===== config.mk =====
export PLATFORM = sky130hd
export DESIGN_NAME = dram_port_arbiter
export DESIGN_NICKNAME = d
export VERILOG_FILES = /design/src/rtl/dram_port_arbiter_pkg.sv /design/src/rtl/dram_port_arbiter_tag_fifo.sv /design/src/rtl/dram_port_arbiter.sv
export SDC_FILE = /design/constraint.sdc
export NUM_CORES = 1
export LEC_CHECK = 0
export ABC_AREA = 1
export CAP_MARGIN = 20
export CORE_ASPECT_RATIO = 0.6
export CORE_MARGIN = 10
export CORE_UTILIZATION = 38
export DETAILED_ROUTE_END_ITERATION = 7
export PLACE_DENSITY_LB_ADDON = 0.25
export SYNTH_ARGS = -nofsm -noshare
export SYNTH_HDL_FRONTEND = slang
export SYNTH_SLANG_ARGS = --single-unit

===== constraint.sdc =====
create_clock -name clk -period 2.3 [get_ports clk]
set_input_delay 0.23 -clock clk [delete_from_list [all_inputs] [get_ports clk]]
set_output_delay 0.23 -clock clk [all_outputs]
set_load 0.01 [all_outputs]

===== src/rtl/dram_port_arbiter_pkg.sv =====
// Shared types for the SDRAM command-port arbiter.
// Command bundle and requester index constants.
package dram_port_arbiter_pkg;

  localparam int DRAM_ADDR_W = 25;
  localparam int DRAM_DATA_W = 16;
  localparam int DRAM_BE_W   = DRAM_DATA_W / 8;

  localparam int DRAM_PORT_VGA  = 0;
  localparam int DRAM_PORT_CPU  = 1;
  localparam int DRAM_PORT_UART = 2;

  typedef struct packed {
    logic                   we;
    logic [DRAM_ADDR_W-1:0] addr;
    logic [DRAM_DATA_W-1:0] wdata;
    logic [DRAM_BE_W-1:0]   be;
  } dram_req_t;

endpackage


===== src/rtl/dram_port_arbiter_tag_fifo.sv =====
// Tag FIFO recording which requester issued each outstanding read.
// First-word-fall-through head; fullness comes from the registered count.
module tag_fifo #(
  parameter int W     = 2,
  parameter int DEPTH = 4
) (
  input  logic         clk,
  input  logic         rst_,
  input  logic         push_i,
  input  logic [W-1:0] push_data_i,
  input  logic         pop_i,
  output logic [W-1:0] head_o,
  output logic         full_o,
  output logic         empty_o
);

  localparam int PW = $clog2(DEPTH);

  logic [W-1:0]  mem_q [DEPTH];
  logic [PW-1:0] wr_q;
  logic [PW-1:0] rd_q;
  logic [PW:0]   cnt_q;
  logic [PW:0]   cnt_d;

  always_comb begin
    cnt_d = cnt_q;
    unique case ({push_i, pop_i})
      2'b10:   cnt_d = cnt_q + 1'b1;
      2'b01:   cnt_d = cnt_q - 1'b1;
      default: cnt_d = cnt_q;
    endcase
  end

  always_ff @(posedge clk or negedge rst_) begin
    if (!rst_) begin
      wr_q  <= '0;
      rd_q  <= '0;
      cnt_q <= '0;
    end else begin
      if (push_i) wr_q <= wr_q + 1'b1;
      if (pop_i)  rd_q <= rd_q + 1'b1;
      cnt_q <= cnt_d;
    end
  end

  always_ff @(posedge clk) begin
    if (push_i) mem_q[wr_q] <= push_data_i;
  end

  assign head_o  = mem_q[rd_q];
  assign full_o  = (cnt_q == (PW+1)'(DEPTH));
  assign empty_o = (cnt_q == '0);

endmodule


===== src/rtl/dram_port_arbiter.sv =====
// SDRAM command-port arbiter: port 0 priority with a starvation bound,
// round-robin among the rest, read responses routed back by tag.
module dram_port_arbiter
  import dram_port_arbiter_pkg::*;
#(
  parameter int NREQ     = 3,
  parameter int MAX_OUT  = 4,
  parameter int HOLD_MAX = 8
) (
  input  logic                   clk,
  input  logic                   rst_,
  input  logic [NREQ-1:0]        req_valid,
  output logic [NREQ-1:0]        req_ready,
  input  dram_req_t              req [NREQ],
  output logic [NREQ-1:0]        rsp_valid,
  output logic [DRAM_DATA_W-1:0] rsp_data,
  output logic                   mem_valid,
  input  logic                   mem_ready,
  output dram_req_t              mem_req,
  input  logic                   mem_rvalid,
  input  logic [DRAM_DATA_W-1:0] mem_rdata,
  output logic                   err_orphan
);

  localparam int IW = $clog2(NREQ);
  localparam int HW = $clog2(HOLD_MAX + 1);

  logic [IW-1:0]          rr_q, rr_d;
  logic [HW-1:0]          hold_q, hold_d;
  logic                   mem_valid_q, mem_valid_d;
  dram_req_t              mem_req_q, mem_req_d;
  logic [NREQ-1:0]        rsp_valid_q, rsp_valid_d;
  logic [DRAM_DATA_W-1:0] rsp_data_q, rsp_data_d;
  logic                   err_q, err_d;

  logic            tag_full, tag_empty;
  logic            tag_push, tag_pop;
  logic [IW-1:0]   tag_head;
  logic [NREQ-1:0] elig;
  logic            slot_free, others_elig, others_valid;
  logic            hold_lock, found, accept;
  logic [IW-1:0]   win;
  int              j;

  assign slot_free = !mem_valid_q || mem_ready;

  always_comb begin
    for (int i = 0; i < NREQ; i++)
      elig[i] = req_valid[i] && (req[i].we || !tag_full);
  end

  assign others_elig  = |elig[NREQ-1:1];
  assign others_valid = |req_valid[NREQ-1:1];
  assign hold_lock    = (hold_q == HW'(HOLD_MAX)) && others_elig;

  // Port 0 first unless it has used up its run; else scan from rr_q.
  always_comb begin
    found = 1'b0;
    win   = '0;
    j     = 0;
    if (elig[0] && !hold_lock) begin
      found = 1'b1;
    end else begin
      for (int k = 0; k < NREQ - 1; k++) begin
        j = int'(rr_q) + k;
        if (j > NREQ - 1) j = j - (NREQ - 1);
        if (!found && elig[j]) begin
          found = 1'b1;
          win   = IW'(j);
        end
      end
    end
    accept    = found && slot_free && rst_;
    req_ready = '0;
    if (accept) req_ready[win] = 1'b1;
  end

  always_comb begin
    rr_d        = rr_q;
    hold_d      = hold_q;
    mem_valid_d = mem_valid_q;
    mem_req_d   = mem_req_q;
    if (accept && win != '0)
      rr_d = (win == IW'(NREQ - 1)) ? IW'(1) : win + 1'b1;
    if (!others_valid)
      hold_d = '0;
    else if (accept)
      hold_d = (win != '0) ? '0 :
               (hold_q == HW'(HOLD_MAX)) ? hold_q : hold_q + 1'b1;
    if (slot_free) begin
      mem_valid_d = accept;
      if (accept) mem_req_d = req[win];
    end
  end

  assign tag_push = accept && !req[win].we;
  assign tag_pop  = mem_rvalid && !tag_empty;

  always_comb begin
    rsp_valid_d = '0;
    rsp_data_d  = rsp_data_q;
    if (tag_pop) begin
      rsp_valid_d[tag_head] = 1'b1;
      rsp_data_d            = mem_rdata;
    end
    err_d = err_q || (mem_rvalid && tag_empty);
  end

  always_ff @(posedge clk or negedge rst_) begin
    if (!rst_) begin
      rr_q        <= IW'(1);
      hold_q      <= '0;
      mem_valid_q <= 1'b0;
      mem_req_q   <= '0;
      rsp_valid_q <= '0;
      rsp_data_q  <= '0;
      err_q       <= 1'b0;
    end else begin
      rr_q        <= rr_d;
      hold_q      <= hold_d;
      mem_valid_q <= mem_valid_d;
      mem_req_q   <= mem_req_d;
      rsp_valid_q <= rsp_valid_d;
      rsp_data_q  <= rsp_data_d;
      err_q       <= err_d;
    end
  end

  tag_fifo #(
    .W     (IW),
    .DEPTH (MAX_OUT)
  ) u_tag_fifo (
    .clk         (clk),
    .rst_        (rst_),
    .push_i      (tag_push),
    .push_data_i (win),
    .pop_i       (tag_pop),
    .head_o      (tag_head),
    .full_o      (tag_full),
    .empty_o     (tag_empty)
  );

  assign mem_valid  = mem_valid_q;
  assign mem_req    = mem_req_q;
  assign rsp_valid  = rsp_valid_q;
  assign rsp_data   = rsp_data_q;
  assign err_orphan = err_q;

endmodule

; ---- Word level (Yosys, flattened, before mapping)
; Memories as Yosys holds them, arrays and structs flattened.
; Index checks and enable logic that the tools add are counted.
[op_classes]
n_mux = 34
n_bitwise = 1
eq_ne = 7
order_cmp = 9
reduce_logical = 32
n_addsub = 9
[ops]
columns = operator, n
row1 = $mux 32, 4
row2 = $bmux 44 s2, 1
row3 = $mux 44, 2
row4 = $lt 32x4->1 const B, 2
row5 = $mux 4, 4
row6 = $logic_and 1x1->1, 14
row7 = $mux 1, 12
row8 = $mux 2, 4
row9 = $add 2x1->2 const B, 3
row10 = $logic_not 1->1, 6
row11 = $lt 2x3->1 const B, 2
row12 = $mux 3, 2
row13 = $pmux 3 s2, 1
row14 = $logic_or 1x1->1, 5
row15 = $add 4x1->4 const B, 1
row16 = $bmux 1 s2, 2
row17 = $demux 1 s2, 2
row18 = $eq 2x2->1 const B, 2
row19 = $eq 4x4->1 const B, 1
row20 = $ge 2x1->1 const B, 2
row21 = $reduce_and 2->1, 2
row22 = $reduce_bool 2->1, 2
row23 = $reduce_or 2->1, 2
row24 = $sub 3x2->4 const B, 1
row25 = other kinds (13), 13
[word_totals]
input_bits = 155
reg_bits = 78
memories = 1
elab_cells = 106
ramBits = 8
[memory_table]
columns = memory, depth, width, rd, rd_clocked_by_memory_dff, wr, line
row1 = u_tag_fifo.mem_q, 4, 2, 1, 0, 1, dram_port_arbiter_tag_fifo.sv:19  ; logic [W-1:0] mem_q [DEPTH];

; ---- Depth between registers and ports, before layout
; Gate-level depths: netlist of the first run.
[depth]
word_depth = 26
depth_mapped = 19
mapped_depth_nobuf = 18

; ---- Modules after synthesis
; A second synthesis of the first run with hierarchy kept.
[hier_totals]
hier_cells = 675
hier_area_um2 = 4868.4
[by_module_without_submodules]
columns = mod, cells_per_inst, seq_area_each_um2, area_per_inst_um2, n_inst
row1 = dram_port_arbiter, 603, 1778.0, 4126.5, 1
row2 = tag_fifo, 72, 415.4, 742.0, 1

; ---- Least setup slack after synthesis of the first run
; OpenSTA, ideal clock, no wires.
[synth_path]
kind = reg2reg
start = register u_tag_fifo.cnt_q[1]
end = register u_tag_fifo.cnt_q[2]
stages_incl_launch_ff = 19
required_time_ps = 2169
slack_ps = -212
arrival_time_ps = 2381
n_path_buf = 1
setup_time_ps = 131
period_less_slack_ps = 2512
cell_sequence = dfrtp_1 nor2_4 nand3_1 nand2_2 nand2_1 nand4_1 nand2_2 nand2_2 buf_6 nand2_1 nand2_1 nand2_2 nand2_2 ha_1 inv_1 fa_1 a21oi_1 o21ai_0 xor2_1
[synth_via]
elab_chain_cells = 21
elab_cells_between_ends = 44
cone_classes = add/sub: 2 / eq/ne: 3 / mux: 17 / bitwise: 1 / reduce/logical: 21
[synth_lines]
columns = element, line
row1 = "start, declared", dram_port_arbiter_tag_fifo.sv:22  ; logic [PW:0] cnt_q;
row2 = "start signal, assigned", dram_port_arbiter_tag_fifo.sv:42  ; cnt_q <= cnt_d;
row3 = $eq 3x3->1, dram_port_arbiter_tag_fifo.sv:51  ; assign full_o = (cnt_q == (PW+1)'(DEPTH));
row4 = $logic_not 1->1, dram_port_arbiter.sv:49  ; elig[i] = req_valid[i] && (req[i].we || !tag_full);
row5 = $logic_or 1x1->1, dram_port_arbiter.sv:49
row6 = $logic_and 1x1->1, dram_port_arbiter.sv:49
row7 = $bmux 1 s2, dram_port_arbiter.sv:67  ; if (!found && elig[j]) begin
row8 = $mux 1 (implied by the code) (2 in series), dram_port_arbiter.sv:67
row9 = $mux 1, dram_port_arbiter.sv:67
row10 = $mux 1, dram_port_arbiter.sv:61  ; if (elig[0] && !hold_lock) begin
row11 = (+3 left out), n/a
row12 = $mux 2, dram_port_arbiter.sv:61
row13 = $not 2->3 (implied by the code), dram_port_arbiter.sv:96  ; assign tag_push = accept && !req[win].we;
row14 = $bmux 44 s2, dram_port_arbiter.sv:96
row15 = $mux 44 (implied by the code) (2 in series), dram_port_arbiter.sv:96
row16 = $logic_not 1->1, dram_port_arbiter.sv:96
row17 = $logic_and 1x1->1, dram_port_arbiter.sv:96
row18 = $eq 2x1->1 or $eq 2x2->1 (tied branches), dram_port_arbiter_tag_fifo.sv:27  ; unique case ({push_i, pop_i})
row19 = $pmux 3 s2 or $reduce_bool 2->1 (tied branches), n/a
; Parallel ways exist; a longest one is shown, timed or not. The select of a mux whose other input is x is not followed.
; A chain may end at the register's enable or synchronous reset.

; ---- Worst setup path in the final report of the first run
[layout_path]
start = register u_tag_fifo.cnt_q[0]
end = register u_tag_fifo.cnt_q[2]
; The elaborated chain is that of the path after synthesis.

==> metrics.txt, run 1 <==
status finished with violations; failing checks negative setup slack; Layout area overhead 64.5%; final worst path period share 107%; Final Max Tran Viols 0; syn_area_per_cell 7.41 um2; most frequent cells in the layout clkdlybuf4s50_1, nand2_1, nand3_1; Max IR drop VDD 0.522 mV; Period minus WS final 2.46 ns; Slew @ Worst Pin 0.990 ns; ranking of synthesized cells by area dfrtp_1, nand2_1, nand3_1; cells after synthesis 639; routed vias/inst 4.77; Power Density 1120 nW/um2; Yosys top cell by area dfrtp_1; Initial Utilization 39.1%; Ant. Diodes 0; max cap viols 0; final core occ 64.3%; post-synth top area share 40.7%; Iter 0 DRT Violations 384; routability cong. 0.848; Final WS setup -0.164 ns; Leakage 3.74 nW; IO Pins 223; multi-input logic area 2240 um2; Bufs on Longest Clock Path 2; Hold Crit Class in2async; first-pass GRT wire length 26200 um; Clock transition at path regs 0.06 ns; WL final 16600 um; #FFs+latches synth 86; DP HPWL 12800 um; final hold violation count 0; Remaining DRCs 0; post-synth cell types 33; Rows 31; Slew Limit Headroom 34.0%; Setup crit end kind register; Worst Path Max Fanout 4; R2R cell count 17; vias in the first global route 5150; Worst R2R End u_tag_fifo.cnt_q[2]; Layout Nets 1050; all-layer global routing usage 18.3%; wire per inst 15.7 um; DP Area 7250 um2; Worst Skew 0.00953 ns; clock sinks 86; Die Y 106 um; overall power 8.72 mW; fill count 1033; Critical Path AT 2.68 ns; CTS tree yes; layout cell share with drive strength beyond 1 12.8%; first drt pass iteration count 5; RSZ-0062 raised after global routing yes; H-tree levels 3; Synthesized Nets 802; pre-CTS WS -0.315 ns; Die W 164 um; Fmax 0.406 GHz; Worst R2R Start u_tag_fifo.cnt_q[0]; commonest non-fill, non-tap cell in the layout clkdlybuf4s50_1; Core Region 12100 um2; Sequential Area 2190 um2; clk_lat worst skew 0.33 ns; sequential element share of the synthesized area 46.4%; synthesis warning total 0; total CTS buffers 9; setup slack, reg-to-reg -0.16 ns; Detail Route Antenna Nets 0; pin count of the biggest net entering global routing 79; grt ovf 0; antenna violations before repair 0; IO buf count 222; CP startpoint kind register; WP data required 2.51 ns; critical path type reg2reg; Die Area 17500 um2; cell area after synthesis 4730 um2; CTS root buffer clkbuf_16; post-route cell area 7780 um2; Finish-stage setup viols 2; vias 5039
how the worst max path moves through the flow:
stage	start	end	cells after the start
floorplan	u_tag_fifo.cnt_q[0]	u_tag_fifo.cnt_q[2]	18
global placement	req[87]	u_tag_fifo.cnt_q[2]	19
detailed placement	req[87]	u_tag_fifo.cnt_q[2]	17
CTS	u_tag_fifo.cnt_q[1]	u_tag_fifo.cnt_q[2]	17
global route	u_tag_fifo.cnt_q[0]	u_tag_fifo.cnt_q[2]	17
finish	u_tag_fifo.cnt_q[0]	u_tag_fifo.cnt_q[2]	17
synth_stat cells:
library cell / instances
nor2_1: 78
nor3_1: 1
nand3_1: 93
clkinv_1: 1
o21a_1: 1
buf_2: 11
nand2_1: 221
xor2_1: 3
a22oi_1: 6
nand2_4: 2
dfstp_2: 1
o21bai_1: 1
inv_2: 3
edfxtp_1: 8
a32o_1: 1
clkbuf_1: 4
a21oi_2: 1
xnor2_1: 2
o21ai_1: 15
nand2_2: 9
ha_1: 7
o22ai_1: 1
a31o_2: 1
inv_1: 62
a32oi_1: 1
nor2_4: 3
o21ai_0: 4
buf_4: 6
fa_1: 1
dfrtp_1: 77
buf_6: 8
a21oi_1: 5
nand4_1: 1
stage by stage:
step / hold WS (ns) / instances / TNS [ns]
6_report: 0.195 / 1057 / -0.180
5_1_grt: 0.266 / 1057 / -0.919
4_1_cts: 0.228 / 1050 / -0.310
3_5_place_dp: 0.461 / 1032 / -8.12
3_3_place_gp: 0.452 / 1032 / -3.28
2_1_floorplan: -0.0656 / 639 / -0.167
sequential cells by signal (all words and copies together) (netlist names):
| signal | count |
|---|---|
| rsp_valid | 3 |
| u_tag_fifo.cnt_q | 3 |
| u_tag_fifo.rd_q | 2 |
| rsp_data | 16 |
| hold_q | 4 |
| mem_req | 44 |
| err_orphan | 1 |
| u_tag_fifo.mem_q | 8 |
| u_tag_fifo.wr_q | 2 |
| mem_valid | 1 |
| rr_q | 2 |
worst max-delay path: stages, from the launching register on:
cell and delay, ns:
dfrtp_1 0.40, nor2_4 0.20, nand3_2 0.13, nand2_4 0.11
inv_2 0.05, a21oi_2 0.18, nand3_4 0.11, nand2_4 0.08
inv_2 0.05, nand2_2 0.05, inv_2 0.05, nand2_4 0.07
ha_4 0.12, inv_2 0.04, fa_2 0.35, a21oi_2 0.14
o21ai_2 0.07, xor2_1 0.14
cell type report:
type                    instances  share of cell area, %
repair buffers                265                   33.1
multi-input cells             458                   28.7
flip-flops and latches         86                   28.2
clock buffers                  13                   3.63
inverters                      66                   3.26
well taps                     165                   2.65
clock inverters                 3                  0.321
repair inverters                1                 0.0964
repair_timing:
| action | CTS | global route |
|---|---|---|
| setup buffers | 2 | 8 |
| hold buffers | 0 | 0 |
| gates resized for setup | 22 | 40 |
| gates cloned | 0 | 1 |
| pin swaps | 11 | 25 |
| setup endpoints to repair | 25 | 48 |
power by group:
part	total [mW]	switching, mW	internal (mW)
Combinational	4.69	2.43	2.26
Sequential	2.57	0.385	2.18
Clock	1.46	0.589	0.868
logic make-up (layout without fill, tap and decap cells):
logic type | after synthesis | after routing | share of synthesized area [%]
buffers and inverters | 95 | 348 | 9.57
adder cells (fa/ha/maj) | 8 | 8 | 2.27
flip-flops | 86 | 86 | 46.4
XOR/XNOR | 5 | 5 | 0.926
AND/OR/NAND/NOR | 408 | 408 | 36.2
AO/OA/AOI/OAI | 37 | 37 | 4.71
routing by layer:
metal	routed length (um)	vias up	GRT usage, %
met4	245	0	5.02
met2	8000	174	30.7
li1	-	2490	-
met1	7100	2348	21.8
met5	0	-	0
met3	1260	27	6.32
(Power assumes the default switching activity.)
==> run 2: changes to the inputs <==
- CORE_UTILIZATION: 38 -> 45
- DONT_BUFFER_PORTS: not set -> 1
==> metrics.txt, run 2 (synthesis results as in run 1) <==
antenna violations before repair 1 (+1); RSZ-0062 raised after global routing yes; Cells after DPL 768 (-26%); grt ovf 0 (unchanged); routability cong. 0.879 (+3.6%); Ant. Diodes 0 (unchanged); Iter 0 DRT Violations 280 (-27%); Hold Crit Class in2reg; CTS root buffer clkbuf_16; Die Area 15200 um2 (-13%); Rows 28 (-9.7%); routed vias/inst 5.33 (+12%); Fmax 0.417 GHz (+2.7%); IO Pins 223 (unchanged); Period minus WS final 2.40 ns (-0.0649 ns); fin cells 823 (-22%); Slew Limit Headroom 61.5% (+27 points); status finished with violations; fill count 889 (-14%); WP data required 2.52 ns (about the same); vias 4386 (-13%); Slew @ Worst Pin 0.578 ns (-0.412 ns); met2 GRT Util 31.1% (+0.40 points); clock sinks 86 (unchanged); grt met3 use 7.83% (+1.5 points); R2R cell count 17 (unchanged); final hold violation count 0 (unchanged); Core Region 10100 um2 (-17%); Final WS setup -0.0993 ns (+0.0649 ns); Detail Route Antenna Nets 0 (unchanged); WL final 15400 um (-7.0%); hold wc startpoint mem_rdata[5]; Final Max Tran Viols 0 (unchanged); Die W 152 um (-7.1%); met1 usage 22.0% (+0.13 points); Critical Path AT 2.62 ns (-0.06 ns); pin count of the biggest net entering global routing 79 (unchanged); Initial Utilization 47.1% (+8.0 points); Layout Nets 846 (-19%); vias in the first global route 4275 (-17%); Worst Skew 0.00522 ns (-0.00431 ns); Finish-stage setup viols 3 (+1); Bufs on Longest Clock Path 2 (unchanged); first-pass GRT wire length 23100 um (-12%); all-layer global routing usage 18.7% (+0.45 points); Power Density 1320 nW/um2 (+18%); layout cell share with drive strength beyond 1 16.6% (+3.8 points); Largest register FFs 44 (unchanged); total CTS buffers 9 (unchanged); Layout area overhead 22.3%; most frequent cells in the layout nand2_1, nand3_1, dfrtp_1; setup slack, reg-to-reg -0.1 ns (+0.06 ns); Worst Path Max Fanout 5 (+1); CP startpoint kind register; IO buf count 0 (-100%); max cap viols 0 (unchanged); final setup TNS -0.180 ns (-0.000212 ns); Setup crit end kind register; first drt pass iteration count 5 (unchanged); critical path type reg2reg; Worst Hold Depth 2; Max IR drop VDD 0.552 mV (+5.7%); H-tree levels 3 (unchanged); Remaining DRCs 0 (unchanged); DP HPWL 11000 um (-14%); grt peak-use layer met2; commonest non-fill, non-tap cell in the layout nand2_1; final worst path period share 104% (-2.8 points); Worst R2R Start u_tag_fifo.cnt_q[0]; Die Y 99.4 um (-6.6%); crit path launch u_tag_fifo.cnt_q[0]; Clock transition at path regs 0.06 ns (about the same); failing checks negative setup slack; wire per inst 18.8 um (+19%); clk_lat worst skew 0.34 ns (about the same); CTS tree yes; Leakage 2.98 nW (-20%)
[run 2: changes by cell type in the layout (fill, tap and decap cells not counted), moves of 2 or more]
cell	previous run	this run
buf_16	0	2
buf_4	41	39
buf_6	3	1
clkbuf_1	2	4
clkdlybuf4s50_1	218	0
clkinv_4	2	0
dlygate4sd3_1	0	15
nand3_2	4	6
nor2_1	75	72
nor2_4	4	7
[run 2: worst paths after layout]
kind	endpoint
setup / recovery	u_tag_fifo.cnt_q[2]
hold / removal	rsp_data[5]
setup reg to reg	u_tag_fifo.cnt_q[2]
hold reg to reg	u_tag_fifo.rd_q[1]
max in group asynchronous	rsp_valid[2]
min in group asynchronous	rsp_data[11]
[run 2: area by class of cell]
cell class                 count  area (um2)  share of cell area [%]
tap                          135         169                    2.92
inverter                      66         251                    4.35
sequential                    86        2190                    37.9
clock inverter                 3        45.0                   0.779
multi-input combinational    458        2250                    39.0
timing repair buffer          62         632                    10.9
clock buffer                  13         240                    4.15
[run 2: power by group]
part / total [mW] / internal (mW) / leakage [nW] / switching (mW)
clock network: 1.42 / 0.843 / 0.130 / 0.573
registers: 2.96 / 2.19 / 1.02 / 0.774
logic: 3.28 / 1.38 / 1.83 / 1.91
[run 2: routing by layer]
metal  routed length (um)  share of wire, %
met5                   13             0.084
met2                 7470                48
met4                  226               1.5
met1                 6200                40
met3                 1530               9.9
[run 2: repair_timing]
action,4_1_cts,5_1_grt
gates cloned,1,2
setup endpoints to repair,14,28
hold buffers,16,0
hold endpoints to repair,92,0
setup buffers,9,12
pin swaps,6,24
gates resized for setup,19,29
[run 2: stage by stage]
step                hold WS, ns  instance area, um2  setup WS (ns)  total power, mW  util (%)
finish                  0.00947                5790        -0.0993             7.66      57.5
global route            0.00370                5790         -0.283             8.27      57.5
CTS                     0.00137                5540        -0.0178             7.40      55.1
detailed placement      -0.0626                4910        -0.0770             5.63      48.8
global placement        -0.0629                4910         0.0273             5.51      48.8
floorplan               -0.0656                4760         -0.137             4.87         -
[run 2: critical path: stages, from the launching register on]
cell	delay, ns
dfrtp_1	0.40
nor2_4	0.17
nand3_2	0.11
nand2_4	0.11
nand2_1	0.07
nand2_2	0.09
nand2_4	0.09
nand2_2	0.07
inv_2	0.06
nand2_4	0.09
nand2_2	0.08
nand2_4	0.08
ha_4	0.13
inv_2	0.04
fa_2	0.36
a21oi_2	0.13
o21ai_1	0.08
xor2_1	0.14
==> run 3: changes to the inputs <==
--- a/config.mk
+++ b/config.mk
@@ -14,3 +14,5 @@
 export DONT_BUFFER_PORTS = 1
+export HOLD_SLACK_MARGIN = 0.02
 export PLACE_DENSITY_LB_ADDON = 0.25
+export SKIP_CTS_REPAIR_TIMING = 1
 export SYNTH_ARGS = -nofsm -noshare
--- a/constraint.sdc
+++ b/constraint.sdc
@@ -3,2 +3,2 @@
 set_output_delay 0.23 -clock clk [all_outputs]
-set_load 0.01 [all_outputs]
+set_load 0.1 [all_outputs]
==> metrics.txt, run 3 (synthesis results as in run 1) <==
Die Y 99.4 um (unchanged); vias in the first global route 4532 (+6.0%); clock sinks 86 (unchanged); Remaining DRCs 0 (unchanged); Critical Path AT 2.72 ns (+0.10 ns); DR WL met3 1810 um (+18%); wire per inst 18.6 um (-0.81%); critical path type reg2reg; vias 4569 (+4.2%); clk_lat worst skew 0.33 ns (about the same); Detail Route Antenna Nets 0 (unchanged); final worst path period share 109% (+4.4 points); Layout area overhead 32.8%; Worst Skew 0.00689 ns (+0.00167 ns); Core Region 10100 um2 (unchanged); all-layer global routing usage 19.2% (+0.53 points); DP HPWL 11300 um (+2.7%); Slew @ Worst Pin 0.909 ns (+0.331 ns); WL met2 7680 um (+2.8%); CTS root buffer clkbuf_16; Initial Utilization 47.1% (unchanged); Hold Crit Class in2reg; Slew Limit Headroom 39.4% (-22 points); Layout Nets 907 (+7.2%); Setup crit end kind register; max cap viols 0 (unchanged); final hold violation count 0 (unchanged); commonest non-fill, non-tap cell in the layout nand2_1; Clock transition at path regs 0.06 ns (about the same); most frequent cells in the layout nand2_1, buf_4, nand3_1; Final WS setup -0.201 ns (-0.101 ns); Period minus WS final 2.50 ns (+0.101 ns); multi-input logic area 2210 um2 (-1.9%); IO Pins 223 (unchanged); fill count 831 (-6.5%); failing checks negative setup slack; antenna violations before repair 0 (-1); IO buf count 0 (unchanged); Iter 0 DRT Violations 327 (+17%); Bufs on Longest Clock Path 2 (unchanged); CTS tree yes; routed vias/inst 5.17 (-3.0%); wl on met1 6810 um (+10%); status finished with violations; Finish-stage setup viols 5 (+2); Fmax 0.400 GHz (-4.1%); first drt pass iteration count 5 (unchanged); first-pass GRT wire length 24000 um (+3.6%); Worst Path Max Fanout 4 (-1); WP data required 2.52 ns (about the same); pin count of the biggest net entering global routing 80 (+1.3%); Final Max Tran Viols 0 (unchanged); H-tree levels 3 (unchanged); Ant. Diodes 0 (unchanged); setup slack, reg-to-reg -0.20 ns (-0.10 ns); Die Area 15200 um2 (unchanged); Sequential Area 2190 um2 (about the same); grt ovf 0 (unchanged); Rows 28 (unchanged); Top Layer Used met4; WL final 16400 um (+6.5%); Largest register FFs 44 (unchanged); final core occ 62.5% (+5.0 points); total CTS buffers 9 (unchanged); routability cong. 0.877 (-0.23%); RSZ-0062 raised after global routing yes; Die W 152 um (unchanged); layout cell share with drive strength beyond 1 23.9% (+7.3 points); CP startpoint kind register
==> run 3: cell count changes in the layout (fill, tap and decap cells not counted), sizes merged <==
cell	change
inv	+4
clkinv	+2
buf	+64
clkinvlp	-2
bufbuf	-1
bufinv	-1
dlygate4sd3	-5
==> run 3: layout make-up <==
cell class / count / share of cell area (%)
inverter: 66 / 3.98
timing repair buffer: 123 / 18.4
clock inverter: 6 / 0.796
multi-input combinational: 458 / 35.2
tap: 135 / 2.69
clock buffer: 10 / 3.98
sequential: 86 / 34.9
==> run 3: critical path, cell delays in order, from the launching register on <==
cell	delay (ns)
dfrtp_1	0.41
nor2_4	0.20
nand3_2	0.14
nand2_4	0.12
nand2_2	0.07
nand3_2	0.09
nand2_2	0.09
nand2_4	0.11
nand3_2	0.08
nand2_2	0.08
inv_2	0.05
nand2_4	0.07
ha_4	0.12
inv_2	0.04
fa_2	0.40
a21oi_2	0.12
o21ai_1	0.08
xor2_1	0.14
==> run 3: worst paths after layout <==
path                                startpoint                   to  depth (start not counted)
setup / recovery           u_tag_fifo.cnt_q[0]  u_tag_fifo.cnt_q[2]                         17
hold / removal                   mem_rdata[13]         rsp_data[13]                          2
setup reg to reg           u_tag_fifo.cnt_q[0]  u_tag_fifo.cnt_q[2]                         17
hold reg to reg             u_tag_fifo.rd_q[1]   u_tag_fifo.rd_q[1]                          1
max in group asynchronous                 rst_              rr_q[0]                          2
min in group asynchronous                 rst_          rsp_data[3]                          2
==> run 3: through the flow <==
step	hold WS [ns]	setup WS, ns	cell area, um2	instances	TNS [ns]
detailed placement	-0.0617	-0.173	5410	834	-2.54
finish	0.0148	-0.201	6280	884	-0.696
global route	0.0232	-0.337	6280	884	-3.14
CTS	-0.424	-0.488	5710	850	-4.52
floorplan	-0.0656	-0.191	4740	639	-0.390
global placement	-0.0618	-0.0467	5410	834	-0.0467
==> run 3: metal layers <==
metal	track usage [%]	vias to the layer above
met4	4.72	0
met1	23.0	2109
met5	0	-
li1	-	2209
met2	32.0	237
met3	7.66	14
Power of run 3 is left out: the tool's default activity adds up to more than one toggle a clock period on the data nets, which glitch-free logic cannot reach.
